**src/rtl/pal_cfg_loader.sv**
```systemverilog
// PAL configuration sequencer: takes bitstream bytes over valid/ready, shifts them LSB-first
// onto the PAL config line, then holds the apply strobe before signalling completion.
module pal_cfg_loader #(
  parameter int unsigned CFG_LEN      = 280,
  parameter int unsigned APPLY_CYCLES = 2
) (
  input  logic       CLK,
  input  logic       RES_N,
  input  logic       START,
  input  logic       ABORT,
  input  logic [7:0] DATA_IN,
  input  logic       DATA_VALID,
  output logic       DATA_READY,
  output logic       CFG_BIT,
  output logic       CFG_SHIFT,
  output logic       CFG_APPLY,
  output logic       BUSY,
  output logic       DONE
);

  localparam int unsigned CntW = $clog2(CFG_LEN + 1);
  localparam int unsigned AppW = (APPLY_CYCLES > 1) ? $clog2(APPLY_CYCLES + 1) : 1;
  localparam logic [CntW-1:0] LenMax = CntW'(CFG_LEN);
  localparam logic [AppW-1:0] AppMax = AppW'(APPLY_CYCLES);

  typedef enum logic [2:0] {StIdle, StLoad, StShift, StApply, StFin} state_e;

  state_e          r_state;
  logic [6:0]      r_sreg;
  logic [CntW-1:0] r_cnt;
  logic [3:0]      r_bit_idx;
  logic [AppW-1:0] r_app_cnt;
  logic            r_cfg_bit;
  logic            r_cfg_shift;
  logic            r_cfg_apply;
  logic            r_busy;
  logic            r_done;

  // r_cnt and r_bit_idx count the bit currently presented on CFG_BIT
  logic w_byte_end;
  assign w_byte_end = (r_bit_idx == 4'd8) || (r_cnt == LenMax);

  always_ff @(posedge CLK or negedge RES_N) begin
    if (!RES_N) begin
      r_state     <= StIdle;
      r_sreg      <= '0;
      r_cnt       <= '0;
      r_bit_idx   <= '0;
      r_app_cnt   <= '0;
      r_cfg_bit   <= 1'b0;
      r_cfg_shift <= 1'b0;
      r_cfg_apply <= 1'b0;
      r_busy      <= 1'b0;
      r_done      <= 1'b0;
    end else begin
      r_done <= 1'b0;
      if (ABORT && (r_state inside {StLoad, StShift, StApply})) begin
        r_state     <= StIdle;
        r_cfg_shift <= 1'b0;
        r_cfg_apply <= 1'b0;
        r_busy      <= 1'b0;
      end else begin
        unique case (r_state)
          StIdle: begin
            if (START) begin
              r_state <= StLoad;
              r_cnt   <= '0;
              r_busy  <= 1'b1;
            end
          end
          StLoad: begin
            // Bit 0 goes out in the first SHIFT cycle, so only bits 7:1 are kept
            if (DATA_VALID) begin
              r_state     <= StShift;
              r_sreg      <= DATA_IN[7:1];
              r_cfg_bit   <= DATA_IN[0];
              r_cfg_shift <= 1'b1;
              r_cnt       <= r_cnt + 1'b1;
              r_bit_idx   <= 4'd1;
            end
          end
          StShift: begin
            if (w_byte_end) begin
              r_cfg_shift <= 1'b0;
              if (r_cnt == LenMax) begin
                r_state     <= StApply;
                r_cfg_apply <= 1'b1;
                r_app_cnt   <= AppW'(1);
              end else begin
                r_state <= StLoad;
              end
            end else begin
              r_cfg_bit <= r_sreg[0];
              r_sreg    <= {1'b0, r_sreg[6:1]};
              r_cnt     <= r_cnt + 1'b1;
              r_bit_idx <= r_bit_idx + 1'b1;
            end
          end
          StApply: begin
            if (r_app_cnt == AppMax) begin
              r_state     <= StFin;
              r_cfg_apply <= 1'b0;
              r_done      <= 1'b1;
            end else begin
              r_app_cnt <= r_app_cnt + 1'b1;
            end
          end
          StFin: begin
            r_state <= StIdle;
            r_busy  <= 1'b0;
          end
          default: begin
            r_state <= StIdle;
            r_busy  <= 1'b0;
          end
        endcase
      end
    end
  end

  assign DATA_READY = (r_state == StLoad);
  assign CFG_BIT    = r_cfg_bit;
  assign CFG_SHIFT  = r_cfg_shift;
  assign CFG_APPLY  = r_cfg_apply;
  assign BUSY       = r_busy;
  assign DONE       = r_done;

endmodule

```
**config.mk**
```make
export PLATFORM = sky130hd
export DESIGN_NAME = pal_cfg_loader
export DESIGN_NICKNAME = d
export VERILOG_FILES = /design/src/rtl/pal_cfg_loader.sv
export SDC_FILE = /design/constraint.sdc
export NUM_CORES = 1
export LEC_CHECK = 0
export ABC_AREA = 1
export BUFFER_PORTS_ARGS = -buffer_cell sky130_fd_sc_hd__buf_4
export CORE_MARGIN = 2
export CORE_UTILIZATION = 25
export DETAILED_ROUTE_END_ITERATION = 8
export GPL_ROUTABILITY_DRIVEN = 0
export SETUP_SLACK_MARGIN = 0.5
export SLEW_MARGIN = 20
export SYNTH_ARGS = -nofsm -noshare
export SYNTH_HDL_FRONTEND = slang
export SYNTH_SLANG_ARGS = --single-unit
```
**constraint.sdc**
```tcl
create_clock -name CLK -period 1.32 [get_ports CLK]
set_input_delay 0.264 -clock CLK [delete_from_list [all_inputs] [get_ports CLK]]
set_output_delay 0.264 -clock CLK [all_outputs]
set_load 0.02 [all_outputs]
```
After elaboration in Yosys (flattened, before gate mapping)
Index checks and enable logic that the tools add are counted. W data, S select, Z words.

Output and inout port bits: 6. Input bits: 13. Logic and storage cells: 88. Bits in registers: 30.

Reduce and logical (&&, ||, !) cells: 17. Equal/unequal tests: 18. Add/subtract/negate cells: 3. Bitwise gates (word level): 1. Muxes and demuxes: 39.

Operators with widths (number): $mux W9 (3); $pmux W9 S3 (1); $mux W3 (5); $mux W1 (14); $mux W7 (2); $pmux W7 S2 (1); $ne A2 B2 Y1 const B (6); $pmux W3 S4 (1); $reduce_and A4 Y1 (3); $reduce_bool A3 Y1 (4); $reduce_and A5 Y1 (2); $add A9 B1 Y9 const B (1); $eq A9 B9 Y1 const B (1); $ne A3 B2 Y1 const B (3); $mux W2 (4); $mux W4 (2); $pmux W1 S2 (4); $pmux W4 S2 (1); $eq A3 B2 Y1 const B (2); $add A4 B1 Y4 const B (1); $eq A4 B4 Y1 const B (1); $pmux W2 S2 (1); $reduce_bool A2 Y1 (2); $eq A3 B1 Y1 const B (1); 12 further kinds (12).

Logic depth before layout (Yosys ltp)
Gate-level depths: netlist of run 1.

Depth in word-level cells: 5. Depth in mapped cells: 13. Mapped depth without buffers: 12.

Worst setup path after synthesis of run 1
Ideal clock, no wire load.

Kind: register to register. Start: register r_state[2]. End: register r_cfg_bit, in the netlist CFG_BIT. Data arrival time: 1.350 ns. Buffers on the path: 1. Path slack: -0.147 ns. Required time: 1.203 ns. Library setup time: 0.117 ns. Stages on the path, launching flop included: 10. Period minus slack after synthesis: 1.467 ns. Cell sequence: dfrtp_1 -> nor3_4 -> inv_2 -> nand2_1 -> nand2_2 -> inv_4 -> nand2_4 -> buf_6 -> nand2_1 -> nand2_1.

Longest elaborated chain between the ends: 5. Elaborated cells on any way between the ends: 11. Classes of those cells: 5 x eq/ne; 1 x mux; 1 x bitwise; 4 x reduce/logical.

RTL lines: from (decl) (RTL line 28) `state_e r_state;`; from (signal assigned) (RTL line 45) `r_state <= StIdle;`; from (signal assigned) (RTL line 58) `r_state <= StIdle;`; from (signal assigned) (RTL line 66) `r_state <= StLoad;`; $eq A3 B1 Y1 (*); named net DATA_READY (RTL line 13) `output logic DATA_READY,`; $reduce_bool A3 Y1 (RTL line 57) `if (ABORT && (r_state inside {StLoad, StShift, StApply})) begin`; $logic_and A1 B1 Y1 (RTL line 57); $not A1 Y1 (no source line); $reduce_and A4 Y1 (no source line); to (signal assigned) (RTL line 76) `r_cfg_bit <= DATA_IN[0];`; to (signal assigned) (RTL line 93) `r_cfg_bit <= r_sreg[0];`; to (decl) (RTL line 33) `logic r_cfg_bit;`.

Mark *: on every way through the listed nets, which the timed path passes. The rest lies on a longest branch. A chain may end at the register's enable or synchronous reset.

Worst setup path after layout of run 1
Start: register r_cnt[1]. End: register r_cnt[0].

Longest elaborated chain between the ends: 4.

RTL lines: from (decl) (RTL line 30) `logic [CntW-1:0] r_cnt;`; from (signal assigned) (RTL line 78) `r_cnt <= r_cnt + 1'b1;`; from (signal assigned) (RTL line 95) `r_cnt <= r_cnt + 1'b1;`; $eq A9 B9 Y1 (RTL line 41) `assign w_byte_end = (r_bit_idx == 4'd8) || (r_cnt == LenMax);`; $logic_or A1 B1 Y1 (RTL line 41); $ne A2 B2 Y1 (no source line); $reduce_and A5 Y1 (no source line).

No other way between the ends.

==> results of run 1 <==
cells by family (layout without fill, tap and decap cells):
logic type / Yosys count / count (layout) / share of synthesized area, %
AO/OA/AOI/OAI: 19 / 19 / 6.58
XOR/XNOR: 4 / 4 / 1.96
flip-flops: 30 / 30 / 42.0
buffers and inverters: 35 / 112 / 9.24
AND/OR/NAND/NOR: 145 / 146 / 36.7
adder cells (fa/ha/maj): 5 / 5 / 3.50
layout make-up:
| class | count | area share (%) |
|---|---|---|
| clock inverter | 2 | 0.353 |
| inverter | 29 | 4.54 |
| clock buffer | 5 | 2.43 |
| tap | 96 | 4.23 |
| timing repair buffer | 76 | 22.9 |
| multi-input combinational | 174 | 38.9 |
| sequential | 30 | 26.6 |
stage by stage:
| stage | instance area, um2 | TNS, ps | util (%) | setup WS [ps] | hold WS, ps |
|---|---|---|---|---|---|
| after CTS | 2650 | -3880 | 38.6 | -199 | 141 |
| after detailed placement | 2360 | -4270 | 34.4 | -198 | 227 |
| final | 2840 | -5140 | 41.3 | -257 | 149 |
| after floorplan | 1800 | -2030 | - | -135 | -31.6 |
| after global routing | 2840 | -7710 | 41.3 | -341 | 147 |
| after global placement | 2360 | -3570 | 34.4 | -177 | 229 |
routing by layer:
layer,GRT usage [%],part of all wire [%],up-vias
met5,0,0,-
li1,-,-,903
met2,20.9,51,17
met3,3.17,2.5,9
met1,14.9,44,787
met4,3.44,1.8,0
repair_timing:
item / CTS / global route
pin swaps: 19 / 17
setup endpoints to repair: 36 / 58
gates resized for setup: 36 / 39
endpoints found under the hold margin: 30 / 0
hold buffers: 1 / 0
buffers inserted: 7 / 5
gates cloned: 1 / 0
critical path, stage by stage (launching register included):
cell      delay (ps)
dfrtp_1          390
inv_2             90
ha_4             130
nand2_2           50
nor2_2           120
nand2_2           80
inv_2             60
nand2_2           60
nand2_4          120
clkinv_8         100
buf_12           150
nand3_2           50
o21ai_1           60
worst paths after layout:
kind                                          end  slack, ps  cells past startpoint
min in group asynchronous    r_cnt[3]$_DFFE_PN0P_        430                      2
min                        r_state[2]$_DFFE_PN0P_        150                      2
max reg2reg                  r_cnt[0]$_DFFE_PN0P_       -260                     12
max                          r_cnt[0]$_DFFE_PN0P_       -260                     12
max in group asynchronous  r_state[1]$_DFFE_PN0P_        640                      2
min reg2reg                 r_sreg[2]$_DFFE_PN0P_        480                      2
flip-flops by register name, summed over array words and instances (netlist names):
signal	flops
BUSY	1
r_sreg	7
r_state	3
CFG_BIT	1
r_bit_idx	4
r_cnt	9
DONE	1
CFG_SHIFT	1
r_app_cnt	2
CFG_APPLY	1
power breakdown:
part           switching [mW]  leakage [nW]  internal [mW]  total [mW]
sequential              0.228         0.385           1.22        1.45
combinational            1.79         0.995           1.67        3.45
clock                   0.338        0.0438          0.353       0.691
total                    2.35          1.42           3.24        5.59
synth_stat cells:
library cell  instances
buf_2                 2
nand3_1              22
o21ai_0               8
nand2_2               3
xnor2_1               2
inv_2                 5
nand2_4               2
nor2_1                8
nand4_1               5
nor2_2                3
nor3_1                4
nand2_1              92
dfrtp_1              30
a211oi_1              1
o21bai_1              2
xor2_1                2
buf_6                 3
nand3b_1              2
o21ai_2               4
ha_1                  5
inv_1                22
a21oi_1               4
nor3_4                1
or2_1                 1
nor2_4                2
buf_4                 1
inv_4                 2
==> flow_metrics.env, run 1 <==
export IMPL_status="finished, violations left"
export IMPL_violations="setup timing"
export IMPL_yosys_area_top_type="dfrtp_1"
export IMPL_antenna_cells=0
export IMPL_stdcell_count=412
export IMPL_clk_pin_slew_worst_paths_ps=60
export IMPL_multi_input_comb_area_um2=1100
export IMPL_netlist_instances=238
export IMPL_drt_total_wl_um=4500
export IMPL_syn_area_per_cell_um2=7.51
export IMPL_start_util_pct=26.0
export IMPL_die_x_um=88.6
export IMPL_grt_overflow=0
export IMPL_setup_worst_path_class="flip-flop to flip-flop"
export IMPL_postLayoutSetupSlackWorst_ps=-257
export IMPL_dr_total_vias=1716
export IMPL_dp_cells=391
export IMPL_fin_nets=334
export IMPL_clock_latency_ps=280
export IMPL_synth_seq_cells=30
export IMPL_first_global_vias=1692
export IMPL_power_total_mw=5.59
export IMPL_final_antenna_net_count=0
export IMPL_die_y_um=88.6
export IMPL_crit_fanout=8
export IMPL_drive_gt1_share_pct=47.5
export IMPL_synthTopCellsByArea="dfrtp_1 42%, nand2_1 19%, nand3_1 6.2%"
export IMPL_final_min_clock_period_ps=1580
export IMPL_timing_fmax_mhz=634
export IMPL_cts_tree="done"
export IMPL_vdd_drop_max_v=0.000864
export IMPL_clock_sinks=30
export IMPL_p_leak_nw=1.42
export IMPL_p_per_area_nw_per_um2=1970
export IMPL_dp_hpwl_um=2990
export IMPL_skew_ps=10.7
export IMPL_drt_pass1_iterations=4
export IMPL_cts_buffers=5
export IMPL_cts_buffer_depth=2
export IMPL_synthDistinctLibCells=27
export IMPL_crit_arrival_ps=1740
export IMPL_antenna_found_initial=0
export IMPL_io_pins=19
export IMPL_grt_usage_pct=12.1
export IMPL_setup_worst_path_end_class="flip-flop"
export IMPL_cts_max_level=2
export IMPL_setup_violations=28
export IMPL_final_cell_mix="81 x nand2_1, 59 x buf_4, 27 x dfrtp_1"
export IMPL_slew_headroom_pct=80.6
export IMPL_period_share_pct=119
export IMPL_syn_nets=256
export IMPL_hold_path_startpoint="ABORT"
export IMPL_seqCellArea_um2=754
export IMPL_start_kind="flip-flop"
export IMPL_startpoint="r_cnt[1]$_DFFE_PN0P_"
export IMPL_grt_max_degree=31
export IMPL_wl_per_cell_um=10.9
export IMPL_drv_cap=0
export IMPL_yosysSeqAreaShare_pct=42.0
export IMPL_finalMaxSlewViolations=0
export IMPL_num_rows=30
export IMPL_yosysWarnings=0
export IMPL_r2r_start="r_cnt[1]$_DFFE_PN0P_"
export IMPL_first_iter_violations=78
export IMPL_root_buffer="clkbuf_8"
export IMPL_grt_first_pass_wirelength_um=7360
export IMPL_synth_area_um2=1790
export IMPL_hold_class="input pin to flip-flop"
export IMPL_finalHoldViolCount=0
export IMPL_grt_setup_unrepaired="yes"
export IMPL_portBuffers=18
export IMPL_synthToLayoutAreaGrowth_pct=58.6
export IMPL_worstMarginPinSlew_ps=292
export IMPL_worst_endpoint_required_ps=1490
export IMPL_core_area_um2=6870
export IMPL_die_area_um2=7840
export IMPL_layout_commonest_cell="nand2_1"
export IMPL_synth_top_cell_area_share_pct=42.0
export IMPL_fillerInstances=697
export IMPL_viasPerCell=4.17
export IMPL_drc=0
Power figures use the tool's default switching activity.
==> run 2, diff against run 1 <==
--- a/config.mk
+++ b/config.mk
@@ -11,2 +11,3 @@
 export CORE_UTILIZATION = 25
+export CTS_CLUSTER_DIAMETER = 100
 export DETAILED_ROUTE_END_ITERATION = 8
==> constraint.sdc (replaced) <==
create_clock -name CLK -period 1.32 [get_ports CLK]
set_input_delay 0.066 -clock CLK [delete_from_list [all_inputs] [get_ports CLK]]
set_output_delay 0.066 -clock CLK [all_outputs]
set_load 0.02 [all_outputs]
==> run 2 against run 1 <==
Against the previous run: the run still ends with setup timing left; die area did not move; maximum frequency fell by 0.76%; global-route usage fell by 0.17 points; critical path depth did not move; worst setup slack got worse by 12 ps; combinational power fell by 3%; clock-buffer cell count rose by 1; total power rose by 6.6%; register-to-register slack barely moved; critical path type unchanged; largest power group unchanged.
==> flow_metrics.env, run 2 (synthesized netlist as in run 1, its figures left out) <==
export IMPL_antenna_cells=0
export IMPL_portBuffers=18
export IMPL_wl_met1_um=2080
export IMPL_dp_hpwl_um=3030
export IMPL_seqCellArea_um2=754
export IMPL_finalMaxSlewViolations=0
export IMPL_tns_ps=-5530
export IMPL_cpPeakStageDelay_ps=400
export IMPL_clock_sinks=30
export IMPL_die_x_um=88.6
export IMPL_wl_met2_um=2250
export IMPL_fin_nets=336
export IMPL_drive_gt1_share_pct=45.1
export IMPL_met3_wirelength_um=116
export IMPL_final_min_clock_period_ps=1590
export IMPL_fillerInstances=671
export IMPL_clock_latency_ps=290
export IMPL_drc=0
export IMPL_die_area_um2=7840
export IMPL_cp_cell_sequence="inv_2, ha_4, nand2_2, nor2_1, nand2_1, inv_1, nand2_2, nand2_4, clkinv_8, buf_12, nand3_2, o21ai_1"
export IMPL_vdd_drop_max_v=0.000802
export IMPL_viasPerCell=4.24
export IMPL_p_leak_nw=1.46
export IMPL_worstMarginPinSlew_ps=405
export IMPL_wl_per_cell_um=10.9
export IMPL_first_iter_violations=66
export IMPL_p_per_area_nw_per_um2=2090
export IMPL_period_share_pct=120
export IMPL_skew_ps=12.4
export IMPL_hold_class="input pin to flip-flop"
export IMPL_regMostFlops="r_cnt"
export IMPL_cts_buffer_depth=2
export IMPL_grt_overflow=0
export IMPL_power_total_mw=5.96
export IMPL_slew_headroom_pct=73.0
export IMPL_final_antenna_net_count=0
export IMPL_root_buffer="clkbuf_8"
export IMPL_num_rows=30
export IMPL_violations="setup timing"
export IMPL_pre_cts_ws_ps=-192
export IMPL_drt_pass1_iterations=5
export IMPL_antenna_found_initial=0
export IMPL_top_layer="met4"
export IMPL_holdWs_ps=45.2
export IMPL_layout_commonest_cell="nand2_1"
export IMPL_finalHoldViolCount=0
export IMPL_cts_tree="done"
export IMPL_postLayoutSetupSlackWorst_ps=-269
export IMPL_clk_pin_slew_worst_paths_ps=60
export IMPL_io_pins=19
export IMPL_crit_arrival_ps=1760
export IMPL_path_common_cell="nand2_2"
export IMPL_setup_worst_path_class="flip-flop to flip-flop"
export IMPL_synthToLayoutAreaGrowth_pct=59.6
export IMPL_top_regs="r_cnt: 9 flops, r_sreg: 7 flops, r_bit_idx: 4 flops"
export IMPL_grt_usage_pct=11.9
export IMPL_crit_fanout=8
export IMPL_final_cell_mix="82 x nand2_1, 62 x buf_4, 27 x dfrtp_1"
export IMPL_drt_total_wl_um=4520
export IMPL_setup_worst_path_end_class="flip-flop"
export IMPL_drv_cap=0
export IMPL_grt_first_pass_wirelength_um=7180
export IMPL_multi_input_comb_area_um2=1050
export IMPL_finish_utilization_pct=41.5
export IMPL_die_y_um=88.6
export IMPL_status="finished, violations left"
export IMPL_start_kind="flip-flop"
export IMPL_grt_setup_unrepaired="yes"
export IMPL_timing_fmax_mhz=629
export IMPL_critPathSlowestCell="dfrtp_1"
export IMPL_grt_max_degree=31
export IMPL_cts_max_level=2
export IMPL_core_area_um2=6870
export IMPL_largest_reg_flops=9
export IMPL_worst_endpoint_required_ps=1500
export IMPL_start_util_pct=26.0
export IMPL_dr_total_vias=1761
export IMPL_cts_buffers=5
export IMPL_setup_violations=28
export IMPL_first_global_vias=1643
==> run 2: per-layer routing <==
| layer | up-vias | track usage (%) |
|---|---|---|
| li1 | 911 | - |
| met1 | 825 | 15.0 |
| met2 | 17 | 20.0 |
| met3 | 8 | 2.89 |
| met4 | 0 | 4.41 |
| met5 | - | 0 |
==> run 2: timing repair <==
item / 4_1_cts / 5_1_grt
endpoints found under the setup margin: 36 / 36
resized for setup: 34 / 27
hold buffers: 2 / 0
pin swaps: 17 / 12
cloned: 0 / 1
buffers inserted: 9 / 5
hold endpoints to repair: 32 / 0
==> run 2: final cells by class <==
type                            instances  share of cell area (%)
Clock inverter                          2                    2.11
Timing Repair Buffer                   78                    23.2
Tap cell                               96                    4.21
Clock buffer                            6                    2.89
Sequential cell                        30                    26.4
Inverter                               29                    4.43
Multi-Input combinational cell        174                    36.8
==> run 2: critical path: cells and delay by family (launching register included) <==
| kind | cells | cell delay (ps) |
|---|---|---|
| DFF | 1 | 400 |
| buffers and inverters | 4 | 420 |
| and+or+nand+nor | 6 | 450 |
| adders and majority gates | 1 | 130 |
| AOI/OAI and AO/OA | 1 | 60 |
==> run 2: through the flow <==
step | area [um2] | instances
after floorplan | 1800 | 238
after global placement | 2360 | 390
after detailed placement | 2360 | 390
after CTS | 2710 | 409
after global routing | 2850 | 415
final | 2850 | 415
==> run 2: power breakdown <==
part | leakage, nW | internal, mW | switching [mW]
Combinational | 0.999 | 1.63 | 1.72
Sequential | 0.385 | 1.22 | 0.221
Clock | 0.0714 | 0.805 | 0.368
==> run 2: final timing paths <==
check / from / endpoint / slack [ps] / depth (start not counted)
max: r_cnt[1]$_DFFE_PN0P_ / r_cnt[0]$_DFFE_PN0P_ / -270 / 12
min: DATA_IN[7] / r_sreg[6]$_DFFE_PN0P_ / 50 / 3
max reg2reg: r_cnt[1]$_DFFE_PN0P_ / r_cnt[0]$_DFFE_PN0P_ / -270 / 12
min reg2reg: r_sreg[5]$_DFFE_PN0P_ / r_sreg[5]$_DFFE_PN0P_ / 480 / 2
max in group asynchronous: RES_N / r_state[1]$_DFFE_PN0P_ / 750 / 2
min in group asynchronous: RES_N / r_cnt[2]$_DFFE_PN0P_ / 260 / 2
